==> src/rtl/fetch_unit.sv <==
`default_nettype none
// ============================================================================
// Module      : fetch_unit
// Description : Sequential instruction fetch with a 2-entry {pc, instr} queue,
//               EBREAK-triggered halt and priority redirect.
// Revision    : 1.0 - initial release
// ============================================================================
module fetch_unit #(
  parameter logic [31:0] RESET_PC   = 32'h0000_0000,
  parameter logic [31:0] HALT_INSTR = 32'h0010_0073
) (
  input  logic        clk,
  input  logic        rst_n,
  output logic [31:0] imem_addr,
  input  logic [31:0] imem_instr,
  output logic        out_valid,
  input  logic        out_ready,
  output logic [31:0] out_instr,
  output logic [31:0] out_pc,
  input  logic        redirect_valid,
  input  logic [31:0] redirect_pc,
  output logic        halted
);

  typedef enum logic [0:0] {
    ST_RUN    = 1'b0,
    ST_HALTED = 1'b1
  } state_t;

  localparam logic [31:0] ALIGN_MASK = ~32'h0000_0003;

  state_t      state_q, state_d;
  logic [31:0] pc_q, pc_d;
  logic [1:0]  count_q, count_d;
  logic        head_q, head_d;
  logic [31:0] pc_buf_q    [2];
  logic [31:0] instr_buf_q [2];

  logic        pop;
  logic        push;
  logic        tail;

  assign imem_addr = pc_q;
  assign out_valid = (count_q != 2'd0);
  assign out_pc    = pc_buf_q[head_q];
  assign out_instr = instr_buf_q[head_q];
  assign halted    = (state_q == ST_HALTED);

  // With two slots the tail is head+count mod 2; when full it aliases the
  // head, which is exactly the slot freed by a same-cycle pop.
  assign tail = head_q ^ count_q[0];
  assign pop  = out_valid && out_ready;
  assign push = (state_q == ST_RUN) && !redirect_valid &&
                ((count_q != 2'd2) || pop);

  always_comb begin
    state_d = state_q;
    pc_d    = pc_q;
    count_d = count_q;
    head_d  = head_q;
    if (redirect_valid) begin
      state_d = ST_RUN;
      pc_d    = redirect_pc & ALIGN_MASK;
      count_d = 2'd0;
    end else begin
      count_d = count_q + {1'b0, push} - {1'b0, pop};
      head_d  = head_q ^ pop;
      if (push) begin
        pc_d = pc_q + 32'd4;
        if (imem_instr == HALT_INSTR) begin
          state_d = ST_HALTED;
        end
      end
    end
  end

  always_ff @(posedge clk or negedge rst_n) begin
    if (!rst_n) begin
      state_q <= ST_RUN;
      pc_q    <= RESET_PC & ALIGN_MASK;
      count_q <= 2'd0;
      head_q  <= 1'b0;
    end else begin
      state_q <= state_d;
      pc_q    <= pc_d;
      count_q <= count_d;
      head_q  <= head_d;
    end
  end

  // Payload is qualified by count, so it carries no reset.
  always_ff @(posedge clk) begin
    if (push) begin
      pc_buf_q[tail]    <= pc_q;
      instr_buf_q[tail] <= imem_instr;
    end
  end

endmodule
`default_nettype wire

==> config.mk <==
export PLATFORM = sky130hd
export DESIGN_NAME = fetch_unit
export DESIGN_NICKNAME = d
export VERILOG_FILES = /design/src/rtl/fetch_unit.sv
export SDC_FILE = /design/constraint.sdc
export NUM_CORES = 1
export LEC_CHECK = 0
export CORE_AREA = 4 4 133 135
export DETAILED_ROUTE_END_ITERATION = 7
export DIE_AREA = 0 0 137 139
export PLACE_DENSITY = 0.73
export SLEW_MARGIN = 20
export SYNTH_ARGS = -nofsm -noshare
export SYNTH_HDL_FRONTEND = slang
export SYNTH_SLANG_ARGS = --single-unit
==> constraint.sdc <==
create_clock -name clk -period 4.32 [get_ports clk]
set_input_delay 0.864 -clock clk [delete_from_list [all_inputs] [get_ports clk]]
set_output_delay 0.864 -clock clk [all_outputs]
set_load 0.02 [all_outputs]
# ---- Word-level counts from Yosys, hierarchy flattened
# Memory sizes are Yosys's and may differ from the RTL's.
# Index checks and enable logic that the tools add are counted.
dict set report op_classes {
  add_sub_neg 3
  eq_ne 2
  n_mux 8
  bitwise_logic 3
  reduce_logical 9
}
# cell count
set ops {}
lappend ops {{32-bit 2-to-1 mux} 2}
lappend ops {{32-bit by 3-bit adder with 32-bit output (second input constant)} 1}
lappend ops {{32-bit by 21-bit == test with 1-bit output (second input constant)} 1}
lappend ops {{2-bit nonzero test} 3}
lappend ops {{1-bit 2-to-1 mux} 5}
lappend ops {{1-bit logical AND} 3}
lappend ops {{2-bit by 1-bit adder with 2-bit output} 1}
lappend ops {{2-bit 2-to-1 mux} 1}
lappend ops {{2-bit != test (second input constant)} 1}
lappend ops {{2-bit AND reduction} 1}
lappend ops {{2-bit by 1-bit subtractor with 2-bit output} 1}
lappend ops {{1-bit bitwise XOR} 2}
lappend ops {{1-bit logical NOT} 1}
lappend ops {{1-bit logical OR} 1}
lappend ops {{1-bit NOT} 1}
dict set report totals {
  reg_bits 36
  mem_bits_rw 128
  in_bits 68
  output_inout_bits 98
  elab_cells 31
  n_memories 2
}
# name depth word_bits read_ports rd_ports_with_merged_regs wr line
set memory_table {}
lappend memory_table {instr_buf_q 2 32 1 0 1 37} ;# logic [31:0] instr_buf_q [2];
lappend memory_table {pc_buf_q 2 32 1 0 1 36} ;# logic [31:0] pc_buf_q [2];

# ---- Depth between registers and ports, before layout
dict set report logic_depth {
  word_depth 7
  depth_mapped 7
  mapped_depth_nobuf 7
}

# ---- Worst setup path after synthesis
# OpenSTA, ideal clock, no wires.
dict set report synth_path {
  kind {input port to flip-flop}
  start {in redirect_valid}
  end {mem instr_buf_q[0][0], enable pin}
  setup_ps 489
  arrival_time_ps 4220
  required_time_ps 3831
  slack_ps -389
  cell_stages 3
  n_path_buf 1
  path_cell_list {clkbuf_1 > or3_1 > nor2b_1}
}
dict set report synth_between {
  elab_chain_cells 5
}
# item line
set synth_lines {}
lappend synth_lines {{start, declared} 20} ;# input logic redirect_valid,
lappend synth_lines {{1-bit logical NOT} 53} ;# assign push = (state_q == ST_RUN) && !redirect_valid &&
lappend synth_lines {{1-bit logical AND (2 in series)} 53}
lappend synth_lines {{1-bit 2-to-1 mux} 93} ;# if (push) begin
lappend synth_lines {{1-bit 2-to-1 mux (implied by the code)} 95} ;# instr_buf_q[tail] <= imem_instr;
lappend synth_lines {{end, declared} 37}
# No other way between the ends.

# ---- Final worst setup path
dict set report layout_path {
  start {reg head_q}
  end {out out_pc[3]}
}
dict set report layout_between {
  elab_chain_cells 1
}
# item line
set layout_lines {}
lappend layout_lines {{start, declared} 35} ;# logic head_q, head_d;
lappend layout_lines {{start signal, assigned} 82} ;# head_q <= 1'b0;
lappend layout_lines {{start signal, assigned} 87} ;# head_q <= head_d;
lappend layout_lines {{memory read 2 x 32 bit} --}
lappend layout_lines {{end, declared} 19} ;# output logic [31:0] out_pc,
# No other way between the ends.

==> results.sh <==
export IMPL_status="finished, final reports clean"
export IMPL_grt_max_degree=65
export IMPL_cts_buffers=17
export IMPL_ys_seq_area_share_pct=70.5
export IMPL_dp_worst_setup_slack_ps=1220
export IMPL_postSynth_asyncResetShare_pct=21.5
export IMPL_end_kind="output pin"
export IMPL_ys_flop_type="edfxtp_1"
export IMPL_path_cells="buf_12, mux2_2, clkdlybuf4s50_1"
export IMPL_rows=47
export IMPL_ys_ff_latch=158
export IMPL_worst_pin_slew_ps=1020
export IMPL_htreeDepth=4
export IMPL_leakagePower_nw=3.15
export IMPL_critPathMaxFanout=43
export IMPL_maxCapViolCount=0
export IMPL_hp_class="reg -> reg"
export IMPL_place_congestion=0.804
export IMPL_clock_path_buffers=2
export IMPL_finalMaxSlewViolations=0
export IMPL_avgSynthCellArea_um2=15.4
export IMPL_grt_pass1_vias=4253
export IMPL_power_density_nw_per_um2=666
export IMPL_ant_nets=0
export IMPL_period_share_pct=76.1
export IMPL_cts_hold_buf=0
export IMPL_vias=4010
export IMPL_cts_repair_resized=0
export IMPL_slowest_stage="dfrtp_2"
export IMPL_cts_root_buffer="clkbuf_16"
export IMPL_dp_hpwl_um=10000
export IMPL_rsz0062_at_grt="no"
export IMPL_critPathMaxStageDelay_ps=740
export IMPL_antenna_cells=0
export IMPL_drc_errors=0
export IMPL_dr_pass1_iters=6
export IMPL_final_area_um2=8960
export IMPL_criticalPathCategory="reg -> out"
export IMPL_clock_sinks=158
export IMPL_crit_family="buffers and inverters"
export IMPL_path_buf_inv=2
export IMPL_critPathArrivalTime_ps=2420
export IMPL_fin_nets=658
export IMPL_required_ps=3460
export IMPL_synth_edf_count=124
export IMPL_die_w_um=137
export IMPL_period_needed_ps=3290
export IMPL_fin_hold_ws_ps=542
export IMPL_postCtsSetupBuffers=0
export IMPL_io_pins=166
export IMPL_yosysUniqueCellTypes=36
export IMPL_yosysWarnings=0
export IMPL_drive_above_1_share_pct=10.7
export IMPL_wire_per_inst_um=17.6
export IMPL_hold_viol=0
export IMPL_clk_latency_ps=420
export IMPL_io_buffer_count=159
export IMPL_final_util_pct=54.4
export IMPL_clkTransAtPathRegs_ps=60
export IMPL_fin_ws_ps=1030
export IMPL_syn_inst=421
export IMPL_core_um2=16500
export IMPL_drtIter0Drc=166
export IMPL_die_area_um2=19000
export IMPL_skew_ps=7.50
export IMPL_antenna_found_initial=0
export IMPL_start_util_pct=39.4
export IMPL_slew_headroom_pct=31.1
export IMPL_irDropWorstVdd_mv=0.301
export IMPL_tns_ps=0
export IMPL_die_h_um=139
export IMPL_wirelength_um=14400
export IMPL_netlist_area_um2=6490
export IMPL_routed_via_density=4.90
export IMPL_grt_overflow=0
export IMPL_cts_tree="done"
export IMPL_setup_viol=0
export IMPL_place_area_um2=8350
export IMPL_startpoint_type="register"
export IMPL_max_freq_mhz=304
export IMPL_grt_usage_pct=15.4
export IMPL_grt_pass1_wl_um=22500
export IMPL_areaGrowthSynthToFinish_pct=38.0
[synthesized netlist by cell type (3+ instances only)]
cell	instances	area [µm²]
nand3_1	9	45.0
ha_1	3	37.5
nor2b_1	3	18.8
inv_1	6	22.5
buf_4	4	30.0
nor2_1	9	33.8
o21ai_1	29	145
edfxtp_1	124	3720
xnor2_1	16	140
clkbuf_1	15	56.3
nand2_1	40	150
nand4_1	13	81.3
nor3_1	4	20.0
dfrtp_1	34	851
mux2_2	22	248
xor2_1	16	140
nor4_1	7	43.8
mux2_1	41	462
[area by class of cell]
class	instances	area (µm²)
inverter	6	22.5
clock buffer	19	433
tap	220	275
clock inverter	12	169
timing repair buffer	163	1650
sequential	158	4580
fill	1340	7510
multi-input combinational	241	1830
[logic make-up (layout without fill, tap and decap cells)]
| logic type | count (synthesis) | count (layout) | share of synthesized area (%) |
|---|---|---|---|
| flip-flops | 158 | 158 | 70.5 |
| AND/OR/NAND/NOR | 108 | 108 | 9.47 |
| multiplexers | 64 | 64 | 11.1 |
| XOR/XNOR | 32 | 32 | 4.32 |
| AO/OA/AOI/OAI | 30 | 30 | 2.31 |
| buffers and inverters | 25 | 200 | 1.68 |
| adder cells (fa/ha/maj) | 3 | 3 | 0.579 |
| other | 1 | 4 | 0.0578 |
[layout by cell type, fill, tap and decap left out, drive strengths merged, types with 4 or more instances in the layout]
master / n
dfrtp: 34
clkinv: 4
nor3: 4
inv: 7
edfxtp: 124
nand4: 15
xor2: 16
nor4: 10
nand3: 9
nor2: 9
clkbuf: 19
nand2: 40
xnor2: 16
clkdlybuf4s50: 157
buf: 6
o21ai: 29
mux2: 63
bufinv: 4
conb: 4
[worst register-to-register path: stages, from the launching register on]
cell,delay [ps]
dfrtp_1,500
nand4_2,220
nor4_2,940
nand4_1,220
xor2_1,210
o21ai_1,70
[where the power goes]
group | switching, mW | internal, mW
logic | 1.11 | 0.995
clock network | 0.563 | 0.958
registers | 0.181 | 2.16
total | 1.86 | 4.11
[routing by layer]
layer  global-route usage [%]  vias up  routed length, µm
li1                         -     1896                  -
met1                     19.2     1951               6020
met2                     25.2      144               7110
met3                     4.90       19               1080
met4                     5.72        0                232
met5                        0        -                  0
[path summary, 6_finish.rpt]
path                                    to  slack, ps  depth (start not counted)           from
setup / recovery                 out_pc[3]       1030                          3         head_q
hold / removal             pc_buf_q[1][28]        540                          0  imem_addr[28]
setup reg to reg             imem_addr[22]       2030                          5  imem_addr[13]
hold reg to reg            pc_buf_q[1][28]        540                          0  imem_addr[28]
max in group asynchronous           head_q       3180                          1          rst_n
min in group asynchronous    imem_addr[10]        550                          1          rst_n
[flip-flops by register name, summed over array words and instances (netlist names)]
| register | cells |
|---|---|
| pc_buf_q | 60 |
| instr_buf_q | 64 |
| count_q | 2 |
| imem_addr | 30 |
| halted | 1 |
| head_q | 1 |
[stage by stage]
stage | std cells | total power, mW
finish | 819 | 5.97
global route | 819 | 6.26
detailed placement | 788 | 4.51
global placement | 788 | 4.46
CTS | 819 | 6.05
floorplan | 424 | 3.48
Power figures use the tool's default switching activity.
